### config.mk
export PLATFORM = sky130hd
export DESIGN_NAME = hazard_unit_fwd_stall
export DESIGN_NICKNAME = d
export VERILOG_FILES = /design/src/rtl/hazard_unit_fwd_stall.sv
export SDC_FILE = /design/constraint.sdc
export NUM_CORES = 1
export LEC_CHECK = 0
export ABC_AREA = 1
export BUFFER_PORTS_ARGS = -buffer_cell sky130_fd_sc_hd__buf_2
export CAP_MARGIN = 20
export CORE_UTILIZATION = 40
export CTS_CLUSTER_SIZE = 30
export DETAILED_ROUTE_END_ITERATION = 6
export GPL_TIMING_DRIVEN = 1
export HOLD_SLACK_MARGIN = 0.05
export PLACE_DENSITY = 0.74
export SYNTH_ARGS = -nofsm -noshare
export SYNTH_HDL_FRONTEND = slang
export SYNTH_SLANG_ARGS = --single-unit
### constraint.sdc
create_clock -name clk -period 1.7 [get_ports clk]
set_clock_uncertainty 0.1 [all_clocks]
set_input_delay 0.34 -clock clk [delete_from_list [all_inputs] [get_ports clk]]
set_output_delay 0.34 -clock clk [all_outputs]
set_load 0.01 [all_outputs]
### src/rtl/hazard_unit_fwd_stall.sv
// Hazard unit: execute operand forwarding selects, load-use stall FSM
// and a saturating stall-cycle counter.
module hazard_unit_fwd_stall #(
    parameter int N        = 4,
    parameter int NSRC     = 2,
    parameter int LOAD_LAT = 1,
    parameter int ZERO_EN  = 0,
    parameter int CNT_W    = 16
) (
    input  logic                clk,
    input  logic                rst_n,
    input  logic [NSRC*N-1:0]   Reg_D,
    input  logic [NSRC-1:0]     Use_D,
    input  logic [NSRC*N-1:0]   Reg_E,
    input  logic [N-1:0]        Rd_E,
    input  logic                We_E,
    input  logic                Ld_E,
    input  logic [N-1:0]        Rd_M,
    input  logic                We_M,
    input  logic [N-1:0]        Rd_WB,
    input  logic                We_WB,
    input  logic                Flush_In,
    input  logic                Clr_Cnt,
    output logic [2*NSRC-1:0]   S_Hazard,
    output logic                Stall_F,
    output logic                Stall_D,
    output logic                Flush_E,
    output logic [CNT_W-1:0]    Stall_Cnt
);

    localparam int LW = $clog2(LOAD_LAT + 1);
    localparam logic [LW-1:0] CNT_INIT = LW'((LOAD_LAT > 1) ? LOAD_LAT - 2 : 0);

    typedef enum logic {
        IDLE,
        STALL
    } state_t;

    state_t          state;
    logic [LW-1:0]   cnt;
    logic [2*NSRC-1:0] sel;
    logic            hit;
    logic            stall;
    logic            flush;

    always_comb begin
        logic [N-1:0] r;
        logic         z;
        sel = '0;
        r   = '0;
        z   = 1'b0;
        for (int i = 0; i < NSRC; i++) begin
            r = Reg_E[i*N +: N];
            z = (ZERO_EN != 0) && (r == '0);
            if (We_M && Rd_M == r && !z)
                sel[2*i +: 2] = 2'b01;
            else if (We_WB && Rd_WB == r && !z)
                sel[2*i +: 2] = 2'b10;
        end
    end

    always_comb begin
        logic any;
        any = 1'b0;
        for (int i = 0; i < NSRC; i++)
            if (Use_D[i] && Reg_D[i*N +: N] == Rd_E)
                any = 1'b1;
        hit = any && Ld_E && We_E && !((ZERO_EN != 0) && (Rd_E == '0));
    end

    // Mealy outputs: a hit stalls in the very cycle it is detected
    always_comb begin
        stall = 1'b0;
        flush = 1'b0;
        unique case (state)
            IDLE: begin
                if (Flush_In) begin
                    flush = 1'b1;
                end else if (hit) begin
                    stall = 1'b1;
                    flush = 1'b1;
                end
            end
            STALL: begin
                flush = 1'b1;
                stall = !Flush_In;
            end
            default: ;
        endcase
    end

    always_ff @(posedge clk or negedge rst_n) begin
        if (!rst_n) begin
            state <= IDLE;
            cnt   <= '0;
        end else begin
            unique case (state)
                IDLE: begin
                    if (!Flush_In && hit && LOAD_LAT > 1) begin
                        state <= STALL;
                        cnt   <= CNT_INIT;
                    end
                end
                STALL: begin
                    if (Flush_In || cnt == '0)
                        state <= IDLE;
                    else
                        cnt <= cnt - 1'b1;
                end
                default: state <= IDLE;
            endcase
        end
    end

    always_ff @(posedge clk or negedge rst_n) begin
        if (!rst_n)
            Stall_Cnt <= '0;
        else if (Clr_Cnt)
            Stall_Cnt <= '0;
        else if (stall && Stall_Cnt != '1)
            Stall_Cnt <= Stall_Cnt + 1'b1;
    end

    // Outputs are gated so reset silences them without waiting for a clock
    assign S_Hazard = rst_n ? sel : '0;
    assign Stall_F  = rst_n & stall;
    assign Stall_D  = rst_n & stall;
    assign Flush_E  = rst_n & flush;

endmodule

======== Yosys cells after proc, flatten, opt, wreduce, memory -nomap -nowiden ========
Index checks and enable logic that the tools add are counted.
cells by class
  equality and inequality tests ........... 7
  $add $sub $neg .......................... 2
  reductions and logical operators ........ 13
  bitwise gates (word level) .............. 5
  muxes and demuxes ....................... 16
operators with widths
  cell                                           number
  2-to-1 mux 16 bit                              2
  equality test 4 bit                            6
  adder 16 x 1 -> 16 bit, second input constant  1
  inequality test 16 bit, second input constant  1
  logical AND 1 bit                              9
  2-to-1 mux 2 bit                               4
  2-to-1 mux 1 bit                               7
  2-to-1 mux 4 bit                               1
  one-hot mux 1 bit (2 select lines)             2
  inverter 1 bit                                 3
  AND 1 bit                                      2
  AND reduction 2 bit                            1
  nonzero test 2 bit                             1
  logical NOT 1 bit                              1
  logical OR 1 bit                               1
  subtractor 1 bit, second input constant        1
word-level totals
  word-level logic and storage cells ...... 46
  bits in registers ....................... 18
  input port bits ......................... 38

======== Logic depth before layout (Yosys ltp) ========
  depth after elaboration ................. 12
  mapped depth ............................ 13
  depth with buffers taken out ............ 12

======== Least setup slack after synthesis ========
Ideal clock, no wire load.
  path type ............................... register to register
  from .................................... register Stall_Cnt[0]
  to ...................................... register Stall_Cnt[4]
  data arrival time ....................... 1450 ps
  slack ................................... 33 ps
  setup time .............................. 118 ps
  cell stages (with the launch flop) ...... 10
  path buffers ............................ 1
  clock period less this slack ............ 1667 ps
  path through ............................ dfrtp_1 > ha_1 > nand3_1 > inv_1 > nand4_1 > nand3_4 > nand2_4 > buf_8 > nand2_1 > nand2_1
between the ends
  longest elaborated chain between the ends .. 3
ends and longest elaborated chain
  what                                                                     RTL line  source
  from (decl)                                                              28        output logic [CNT_W-1:0] Stall_Cnt
  from (signal assigned)                                                   121       Stall_Cnt <= Stall_Cnt + 1'b1;
  adder 16 x 1 -> 16 bit / inequality test 16 bit (equally long branches)  121, 120
  2-to-1 mux 16 bit / logical AND 1 bit (equally long branches)            120       else if (stall && Stall_Cnt != '1)
  2-to-1 mux 16 bit / nonzero test 2 bit (equally long branches)           --
Parallel ways exist; a longest one is shown, timed or not. The select of a mux whose other input is x is not followed.
A chain may end at the register's enable or synchronous reset.

======== Worst setup path in the final report ========
  from .................................... input Rd_E[0]
  to ...................................... output Stall_F
between the ends
  longest elaborated chain between the ends .. 10
ends and longest elaborated chain
  what                                    RTL line  source
  from (decl)                             15        input logic [N-1:0] Rd_E,
  equality test 4 bit                     66        if (Use_D[i] && Reg_D[i*N +: N] == Rd_E)
  logical AND 1 bit                       66
  2-to-1 mux 1 bit                        66
  2-to-1 mux 1 bit (*)                    66
  logical AND 1 bit (*) (2 in series)     68        hit = any && Ld_E && We_E && !((ZERO_EN != 0) && (Rd_E == '0));
  2-to-1 mux 1 bit (*)                    79        end else if (hit) begin
  2-to-1 mux 1 bit (*)                    77        if (Flush_In) begin
  one-hot mux 1 bit (2 select lines) (*)  75        unique case (state)
  AND 1 bit (*)                           126       assign Stall_F = rst_n & stall;
  to (decl)                               25        output logic Stall_F,
Every way passes the cells marked *; elsewhere a longest branch is shown, timed or not.

==> results.ini <==
[yosys]
synth.distinct_cells = 31
synthesis.nets = 283
synth_top_cell_by_area = dfrtp_1
async_flop_share = 1.00
ys_ff_latch = 18
seq_area_frac_synth = 0.293
synth_area_um2 = 1540
yosysMostFrequentCell = nand2_1
synth-edff-count = 0
synth_top_area_frac = 0.293
ys_warn_count = 0
ys.flop_type = dfrtp_1
synth_top_cells_by_count = 71 x nand2_1, 43 x nor2_1, 31 x inv_1, 25 x nand3_1, 18 x dfrtp_1
synth_area_leaders = dfrtp_1 29%, nand2_1 17%, nor2_1 11%
synthCells = 244
syn_area_per_cell_um2 = 6.29

[drt]
wl_met1_um = 1870
routedWlPerCell_um = 11.4
firstDrtPassIters = 4
drtIter0Drc = 81
wl_met3_um = 291
routed.top_layer = met4
drc = 0
antenna_left = 0
vias_per_cell = 4.81
drt_wl_total_um = 4260
vias = 1802
routed-wl-met2_um = 2030

[placement]
gp_congestion = 0.829
port_buffers = 60
post-place-cells = 367
dp.final_hpwl_um = 3090
pre_cts_ws_ns = -0.0397

[final_layout]
syn2layout_area_growth_pct = 48.0
fin_cells = 375
diodes = 0
fill_cells = 329
fin_nets = 367
drive_above_1_share = 0.352

[timing]
worst_slew_margin_rel = 0.695
post-route-period-util = 1.01
rsz0062_at_grt = yes
setup_viol = 2
max_freq_mhz = 580
setup_ws_ns = -0.0228
period_needed_ns = 1.72
drv_slew = 0
tightest_slew_ns = 0.456
hold_violations = 0

[floorplanning]
dieHeight_um = 64.0
die_x_um = 64.0
fp.dieArea_um2 = 4090
core_area_um2 = 3660
initial_core_util = 0.419
ios = 61
num_rows = 22

[power]
ir_worst_vdd_uv = 436
intPower_uw = 784
power.switching_uw = 308
p_sw_frac = 0.282
p_comb_frac = 0.262
seq_power_share = 0.409
leakage_uw = 0.00127
power_density_nw_per_um2 = 481
power_frac_clock = 0.329

[worst_setup_path]
crit_path_end_kind = output port
start_kind = primary input
critPathRequiredTime_ns = 1.26
arrival_ns = 1.28
crit_type = in2out
crit_fanout = 3
rrSetupSlack_ns = 0.13
r2r_cells = 9

[global_route]
grt_pass1_wl_um = 6620
overflow = 0
antenna_found_initial = 0
grt_max_degree = 17
grt_pass1_vias = 1548
grt_usage = 0.204

[clocking]
worst_skew_pair.late_latency_ns = 0.26
cts_tree = done
cts_buffers = 3
cts-root-buf = clkbuf_8
clk_pin_slew_ns = 0.07
htree_levels = 1
cts_max_path_buffers = 2
cts.sinks = 18

[worst_hold_path]
hold_class = in2reg
hold_depth = 2

[flow_run]
maxCapViolCount = 0

[outcome]
status = finished, violations left
violations = setup timing

kinds of logic (layout without fill, tap and decap cells):
family | Yosys count | after routing | share of synthesized area
buffers and inverters | 39 | 122 | 0.108
DFF | 18 | 18 | 0.293
adders and majority gates | 1 | 1 | 0.00815
AOI/OAI and AO/OA | 17 | 17 | 0.0685
xor gates and xnor gates | 18 | 18 | 0.103
and+or+nand+nor | 151 | 151 | 0.419
layer usage:
layer  GRT usage  up-vias
li1            -      934
met1       0.276      792
met2       0.342       69
met3      0.0196        7
met4      0.0597        0
met5           0        -
metrics by stage:
step | area, um^2 | utilization | hold slack (ns) | total power [uW] | TNS [ns]
finish | 2270 | 0.621 | 0.184 | 1090 | -0.0446
global route | 2270 | 0.621 | 0.204 | 1150 | -0.275
CTS | 2090 | 0.572 | 0.0543 | 1050 | 0
detailed placement | 2010 | 0.549 | 0.208 | 687 | -0.134
global placement | 2010 | 0.549 | 0.210 | 684 | -0.0375
floorplan | 1540 | - | -0.0556 | 574 | 0
worst paths after layout:
path,start,endpoint
setup / recovery,Rd_E[0],Stall_F
hold / removal,Flush_In,state$_DFF_PN0_
setup reg to reg,Stall_Cnt[0]$_DFFE_PN0P_,Stall_Cnt[14]$_DFFE_PN0P_
hold reg to reg,cnt$_DFFE_PN0P_,cnt$_DFFE_PN0P_
max in group asynchronous,rst_n,Stall_Cnt[10]$_DFFE_PN0P_
min in group asynchronous,rst_n,Stall_Cnt[14]$_DFFE_PN0P_
state kept, by name, summed over array words and instances, names as in the netlist:
name and flops:
Stall_Cnt 16, cnt 1, state 1
power by group through the flow:
| stage | clock network (uW) | registers, uW | logic [uW] |
|---|---|---|---|
| floorplan | 0 | 462 | 111 |
| global placement | 0 | 455 | 229 |
| detailed placement | 0 | 455 | 232 |
| CTS | 370 | 447 | 238 |
| global route | 385 | 448 | 320 |
| finish | 360 | 447 | 286 |
critical path, cell delays in order:
cell	delay, ns
buf_4	0.10
inv_1	0.04
nand2_1	0.05
nand2_1	0.04
nor2_1	0.12
nand3_1	0.09
nand2_1	0.07
nand2_1	0.06
nand2_2	0.08
nand2_2	0.05
nor2_2	0.10
buf_2	0.14
final cells by class:
type / instances / area, um^2 / area share
inverters: 33 / 131 / 0.0578
flip-flops and latches: 18 / 450 / 0.198
well taps: 48 / 60.1 / 0.0264
clock buffers: 4 / 55.1 / 0.0242
repair buffers: 85 / 598 / 0.263
multi-input cells: 187 / 977 / 0.430
layout by cell type (no fill, tap or decap), drive strengths merged:
| master | Yosys | routed |
|---|---|---|
| a211oi | 1 | 1 |
| a21oi | 3 | 3 |
| a31oi | 1 | 1 |
| buf | 3 | 83 |
| clkbuf | 3 | 4 |
| clkinv | 1 | 1 |
| dfrtp | 18 | 18 |
| dlygate4sd3 | 0 | 2 |
| ha | 1 | 1 |
| inv | 32 | 32 |
| nand2 | 73 | 73 |
| nand3 | 26 | 26 |
| nand4 | 4 | 4 |
| nor2 | 43 | 43 |
| nor3 | 2 | 2 |
| nor3b | 1 | 1 |
| nor4 | 1 | 1 |
| o2111ai | 1 | 1 |
| o211ai | 1 | 1 |
| o21ai | 4 | 4 |
| o221ai | 1 | 1 |
| o22ai | 5 | 5 |
| or2 | 1 | 1 |
| xnor2 | 8 | 8 |
| xor2 | 10 | 10 |
repair_timing:
action                     in CTS  in global routing
buffers inserted                1                  1
hold buffers                    1                  1
hold endpoints to repair        8                 10
resized for setup               4                 48
pin swaps                       4                 29
setup endpoints to repair       4                  5
Power figures use the tool's default switching activity.
